## src/rtl/param_shift_reg.sv

```systemverilog
// param_shift_reg: WIDTH-bit universal register with single-cycle ops and a counted multi-step shift
module param_shift_reg #(
  parameter int WIDTH = 8,
  parameter int AMT_W = 4,
  parameter logic [WIDTH-1:0] RESET_VAL = '0
) (
  input  logic             clk,
  input  logic             rst,
  input  logic             en,
  input  logic [2:0]       mode,
  input  logic [WIDTH-1:0] d,
  input  logic             sin_l,
  input  logic             sin_r,
  input  logic             start,
  input  logic [AMT_W-1:0] amount,
  output logic [WIDTH-1:0] q,
  output logic             sout_l,
  output logic             sout_r,
  output logic             busy,
  output logic             done
);
  typedef enum logic {IDLE, BUSY} state_t;
  state_t state_q, state_d;
  logic [WIDTH-1:0] q_q, q_d;
  logic [AMT_W-1:0] cnt_q, cnt_d;
  logic [2:0] mode_q, mode_d;
  logic done_q, done_d;
  logic is_cnt;
  function automatic logic [WIDTH-1:0] op(input logic [2:0] m, input logic [WIDTH-1:0] v,
                                          input logic [WIDTH-1:0] dv, input logic sl, input logic sr);
    case (m)
      3'b001:  op = dv;
      3'b010:  op = {v[WIDTH-2:0], sl};
      3'b011:  op = {sr, v[WIDTH-1:1]};
      3'b100:  op = {v[WIDTH-2:0], v[WIDTH-1]};
      3'b101:  op = {v[0], v[WIDTH-1:1]};
      3'b110:  op = {v[WIDTH-1], v[WIDTH-1:1]};
      3'b111:  op = '0;
      default: op = v;
    endcase
  endfunction
  assign is_cnt = start && mode != 3'b000 && mode != 3'b001 && mode != 3'b111;
  always_comb begin
    q_d = q_q;
    state_d = state_q;
    cnt_d = cnt_q;
    mode_d = mode_q;
    done_d = 1'b0;
    if (state_q == BUSY) begin
      q_d = op(mode_q, q_q, d, sin_l, sin_r);
      cnt_d = cnt_q - AMT_W'(1);
      state_d = cnt_q == AMT_W'(1) ? IDLE : BUSY;
      done_d = cnt_q == AMT_W'(1);
    end else if (is_cnt) begin
      mode_d = mode;
      q_d = amount != '0 ? op(mode, q_q, d, sin_l, sin_r) : q_q;
      cnt_d = amount > AMT_W'(1) ? amount - AMT_W'(1) : '0;
      state_d = amount > AMT_W'(1) ? BUSY : IDLE;
      done_d = amount <= AMT_W'(1);
    end else if (en || start) begin
      q_d = op(mode, q_q, d, sin_l, sin_r);
    end
  end
  always_ff @(posedge clk) begin
    if (rst) begin
      q_q <= RESET_VAL;
      state_q <= IDLE;
      cnt_q <= '0;
      mode_q <= 3'b000;
      done_q <= 1'b0;
    end else begin
      q_q <= q_d;
      state_q <= state_d;
      cnt_q <= cnt_d;
      mode_q <= mode_d;
      done_q <= done_d;
    end
  end
  assign q = q_q;
  assign sout_l = q_q[WIDTH-1];
  assign sout_r = q_q[0];
  assign busy = state_q == BUSY;
  assign done = done_q;
endmodule

```

## config.mk

```make
export PLATFORM = sky130hd
export DESIGN_NAME = param_shift_reg
export DESIGN_NICKNAME = d
export VERILOG_FILES = /design/src/rtl/param_shift_reg.sv
export SDC_FILE = /design/constraint.sdc
export NUM_CORES = 1
export LEC_CHECK = 0
export ABC_AREA = 1
export ABC_CLOCK_PERIOD_IN_PS = 2300
export BUFFER_PORTS_ARGS = -buffer_cell sky130_fd_sc_hd__buf_2
export CAP_MARGIN = 20
export CORE_MARGIN = 4
export CORE_UTILIZATION = 40
export CTS_BUF_LIST = sky130_fd_sc_hd__clkbuf_4
export CTS_CLUSTER_DIAMETER = 200
export DETAILED_ROUTE_END_ITERATION = 10
export PLACE_DENSITY = 0.68
export SLEW_MARGIN = 15
export SYNTH_ARGS = -nofsm -noshare
export SYNTH_HDL_FRONTEND = slang
export SYNTH_SLANG_ARGS = --single-unit
```

## constraint.sdc

```tcl
create_clock -name clk -period 2.3 [get_ports clk]
set_clock_uncertainty 0.05 [all_clocks]
set_input_delay 0.23 -clock clk [delete_from_list [all_inputs] [get_ports clk]]
set_output_delay 0.23 -clock clk [all_outputs]
set_load 0.05 [all_outputs]
```

**After elaboration in Yosys (flattened, before gate mapping)**

Index checks and enable logic that the tools add are counted.

- Logic and storage cells: 58
- Bits of input ports: 21
- Output and inout port bits: 12
- Bits in registers: 17

- Reduce and logical (&&, ||, !) cells: 11
- Multiplexer cells: 15
- $add $sub $neg: 2
- Order comparisons: 2
- Bitwise operators: 1
- Equal/unequal tests: 21

Operators by type and width:

| cell | number |
|---|---|
| case mux 8 bit (7 select lines) | 2 |
| two-way mux 8 bit | 4 |
| equality test 3 bit, second input constant | 8 |
| equality test 3 x 2 -> 1 bit, second input constant | 4 |
| two-way mux 4 bit | 3 |
| != test 8 x 1 -> 1 bit, second input constant | 1 |
| subtractor 4 x 1 -> 4 bit, second input constant | 2 |
| != test 7 x 1 -> 1 bit, second input constant | 1 |
| equality test 3 x 1 -> 1 bit, second input constant | 2 |
| two-way mux 1 bit | 6 |
| nonzero test 3 bit | 2 |
| equality test 4 x 1 -> 1 bit, second input constant | 1 |
| > comparator 4 x 1 -> 1 bit, second input constant | 1 |
| <= comparator 4 x 1 -> 1 bit, second input constant | 1 |
| AND reduction 4 bit | 1 |
| nonzero test 4 bit | 1 |
| logical AND 1 bit | 3 |
| != test 3 x 1 -> 1 bit, second input constant | 1 |
| != test 3 x 2 -> 1 bit, second input constant | 1 |
| != test 3 bit, second input constant | 1 |
| AND reduction 3 bit | 1 |
| != test 2 bit, second input constant | 1 |
| AND reduction 2 bit | 1 |
| nonzero test 2 bit | 1 |
| other kinds (2) | 2 |

**Depth between registers and ports, before layout**

- Depth in word-level cells: 6
- Gate-level depth with buffers: 11
- Mapped depth without buffers: 10

**Least setup slack after synthesis**

Ideal clock, no wire load.

- Path type: register to register
- From: register state_q, in the netlist busy
- To: register q_q[0], in the netlist q[0]
- Setup time: 113 ps
- Clock period less this slack: 1641 ps
- Required time: 2137 ps
- Path buffers: 1
- Arrival time: 1478 ps
- Slack: 659 ps
- Stages on the path, launching flop included: 8
- Path through: dfxtp_1 > inv_2 > nand2_1 > o21ai_0 > nand3b_4 > buf_6 > nor2_1 > nor2_1

- Word-level cells in the longest chain between the ends: 2
- Elaborated cells on any way between the ends: 5
- Classes of those cells: 2 x eq/ne; 1 x mux; 2 x reduce/logical

Ends and longest elaborated chain:

| what | RTL line | source |
|---|---|---|
| start, declared | 23 | `state_t state_q, state_d;` |
| start signal, assigned | 73 | `state_q <= state_d;` |
| != test 8 x 1 -> 1 bit (no source line) (tied with other cells) | -- |  |
| AND reduction 3 bit (no source line) | -- |  |
| end signal, assigned | 72 | `q_q <= q_d;` |
| end, declared | 24 | `logic [WIDTH-1:0] q_q, q_d;` |

Parallel ways exist; a longest one is shown, timed or not.
A chain may end at the register's enable or synchronous reset.

**Final worst setup path**

- From: register mode_q[2]
- To: register q_q[7], in the netlist q[7]

- Word-level cells in the longest chain between the ends: 3
- Elaborated cells on any way between the ends: 12
- Classes of those cells: 9 x eq/ne; 2 x mux; 1 x reduce/logical

Ends and longest elaborated chain:

| what | RTL line | source |
|---|---|---|
| start, declared | 26 | `logic [2:0] mode_q, mode_d;` |
| start signal, assigned | 75 | `mode_q <= mode_d;` |
| equality test 3 bit (tied with other cells) | 31 | `case (m)` |
| != test 7 x 1 -> 1 bit (no source line) (tied with other cells) | -- |  |
| AND reduction 4 bit (no source line) / two-way mux 8 bit (equally long branches) | -- |  |

Parallel ways exist; a longest one is shown, timed or not.

==> impl_metrics.csv <==
group,metric,value,unit
power,vdd_drop_max,0.000270,V
drt,route.detailed.drc,0,
yosys,postSynthCellCount,271,
placed_design,hpwl,2940,um
layout,final_cell_mix,"nand2_1, inv_1, buf_2",
layout,fillers,411,
layout,final_cell_count_no_fill,349,
run,maxCapViolCount,0,
drt,final_antenna_net_count,0,
floorplan,num_rows,22,
clock_network,clk-insertion-delay-late,0.30,ns
yosys,ys_types,25,
drt,wl_per_cell,11.3,um
power,leakage,0.930,nW
global_routing,overflow,0,
floorplan,dieArea,0.00486,mm^2
global_routing,grt_pass1_vias,1539,
yosys,syn_area_per_cell,5.62,um^2
timing,hold_slack,0.0910,ns
layout,final_common_cell,"nand2_1",
worst_setup_path,critPathCaptureType,"flip-flop",
layout,drive_above_1_share,16.3,%
clock_network,post_cts_buffers,0,
timing,final.setup.tns,0,ns
yosys,ys_ff_latch,17,
drt,via_per_inst,4.83,
timing,finalCritPeriodShare,66.6,%
clock_network,cts.sinks,17,
global_routing,antenna_found_initial,0,
clock_network,cts_buffer_depth,2,
yosys,yosys_warnings,0,
global_routing,grt_usage,16.6,%
drt,via_count,1686,
worst_setup_path,crit_arrival,1.72,ns
timing,slew_headroom,69.9,%
clock_network,root_buffer,"clkbuf_4",
clock_network,htreeDepth,1,
placed_design,dp.cells,345,
floorplan,die_y,69.7,um
timing,worstMarginPinSlew,0.451,ns
floorplan,io_pins,33,
timing,report.final.slew_viol_count,0,
worst_setup_path,crit_type,"reg -> reg",
floorplan,core,0.00366,mm^2
clock_network,clk_pin_slew_worst_paths,0.11,ns
clock_network,tritoncts,"done",
global_routing,grt_max_degree,16,
outcome,status,"completed",
worst_setup_path,worstPathMaxFanout,9,
yosys,synth.net_count,296,
timing,setup_violations,0,
yosys,synthTopCellsByArea,"dfxtp_1, nand2_1, inv_1",
layout,multi_input_comb_area,967,um^2
layout,antennaDiodeCount,0,
layout,ff_latch_area,340,um^2
timing,max_freq,0.652,GHz
placed_design,io_buffer_count,32,
hold_path,hold_class,"in -> reg",
placed_design,globalplace.congestion,0.836,
timing,hold_violations,0,
drt,firstDrtPassIters,4,
yosys,seq_area_frac_synth,22.3,%
drt,drt-initial-drc-count,169,
layout,fin_nets,327,
drt,wl,3960,um
worst_setup_path,cp.required,2.49,ns
timing,rsz0062_at_grt,"no",
worst_setup_path,start_kind,"flip-flop",
global_routing,grt_pass1_wl,6760,um
layout,areaGrowthSynthToFinish,13.6,%
power,power.density,599,mW/mm^2
yosys,yosys.area.top_type,"dfxtp_1",
clock_network,post_cts_resized,0,
clock_network,cts_made_buffers,3,
yosys,netlist.area_leader.share,22.3,%
yosys,syn_area,0.00152,mm^2
floorplan,start_util,41.6,%
timing,timing.final.crit_period,1.53,ns
floorplan,chipWidth,69.7,um
clock_network,hold_buffers,0,
logic make-up (layout without fill, tap and decap cells):
family | count (synthesis) | after routing | share of synthesized area, %
XOR/XNOR | 2 | 2 | 1.15
AND/OR/NAND/NOR | 148 | 148 | 42.9
AO/OA/AOI/OAI | 48 | 48 | 16.1
buffers and inverters | 52 | 82 | 14.2
flip-flops | 17 | 17 | 22.3
adder cells (fa/ha/maj) | 4 | 4 | 3.28
routing by layer:
layer | vias to the layer above | global-route usage (%) | wire length, um
li1 | 909 | - | -
met1 | 731 | 21.7 | 1900
met4 | 0 | 4.26 | 38
met5 | - | 0 | 0
met2 | 42 | 28.2 | 1800
met3 | 4 | 2.75 | 216
path summary, 6_finish.rpt:
| kind | start | end | slack [ns] | cells after the start |
|---|---|---|---|---|
| worst max-delay path | mode_q[2]$_SDFFE_PP0P_ | q[7]$_SDFFE_PP0P_ | 0.77 | 8 |
| worst min-delay path | rst | cnt_q[1]$_SDFFE_PP0P_ | 0.09 | 2 |
| worst max register to register | mode_q[2]$_SDFFE_PP0P_ | q[7]$_SDFFE_PP0P_ | 0.77 | 8 |
| worst min register to register | cnt_q[1]$_SDFFE_PP0P_ | cnt_q[1]$_SDFFE_PP0P_ | 0.42 | 2 |
cells in the mapped netlist:
cell type  number
xor2_1          2
nand2_2         2
nand2_1        85
a31oi_1         3
a21oi_1        25
nand3_1        20
nand2_4         2
o22ai_1         1
buf_2           2
nor2_1         31
nand3_4         1
nand4_1         2
nand3_2         1
o21ai_0        19
buf_6           1
nand3b_4        1
inv_1          42
inv_2           3
nor4_1          1
dfxtp_1        17
buf_4           3
or2_2           1
clkbuf_1        1
ha_1            4
nor2_4          1
stage by stage:
stage	worst slack, ns	util, %	total power [mW]	instance area, um^2
finish	0.767	47.3	1.04	1730
global route	0.527	47.3	1.12	1730
CTS	0.772	47.3	1.04	1730
global placement	0.795	46.5	0.871	1700
floorplan	0.659	-	0.762	1520
detailed placement	0.794	46.5	0.869	1700
state kept, by name, indices dropped and copies added (netlist names):
signal and cells:
mode_q 3, done 1, q 8, cnt_q 4, busy 1
final cells by class:
| class | instances | share of cell area, % |
|---|---|---|
| inverters | 45 | 9.75 |
| flip-flops and latches | 17 | 19.7 |
| multi-input cells | 202 | 55.9 |
| clock buffers | 3 | 1.30 |
| clock inverters | 1 | 0.289 |
| repair buffers | 33 | 9.68 |
| well taps | 48 | 3.47 |
critical path: stages (launching register included):
cell	delay (ns)
dfxtp_1	0.44
inv_1	0.14
nand2_2	0.21
inv_1	0.21
a21oi_1	0.17
nand2_1	0.07
nand2_1	0.06
nor2_1	0.03
nor2_1	0.10
power by group:
| part | internal, mW | total (mW) | switching, mW |
|---|---|---|---|
| Combinational | 0.144 | 0.486 | 0.342 |
| Sequential | 0.333 | 0.381 | 0.0477 |
| Clock | 0.0648 | 0.170 | 0.105 |
(Power assumes the default switching activity.)
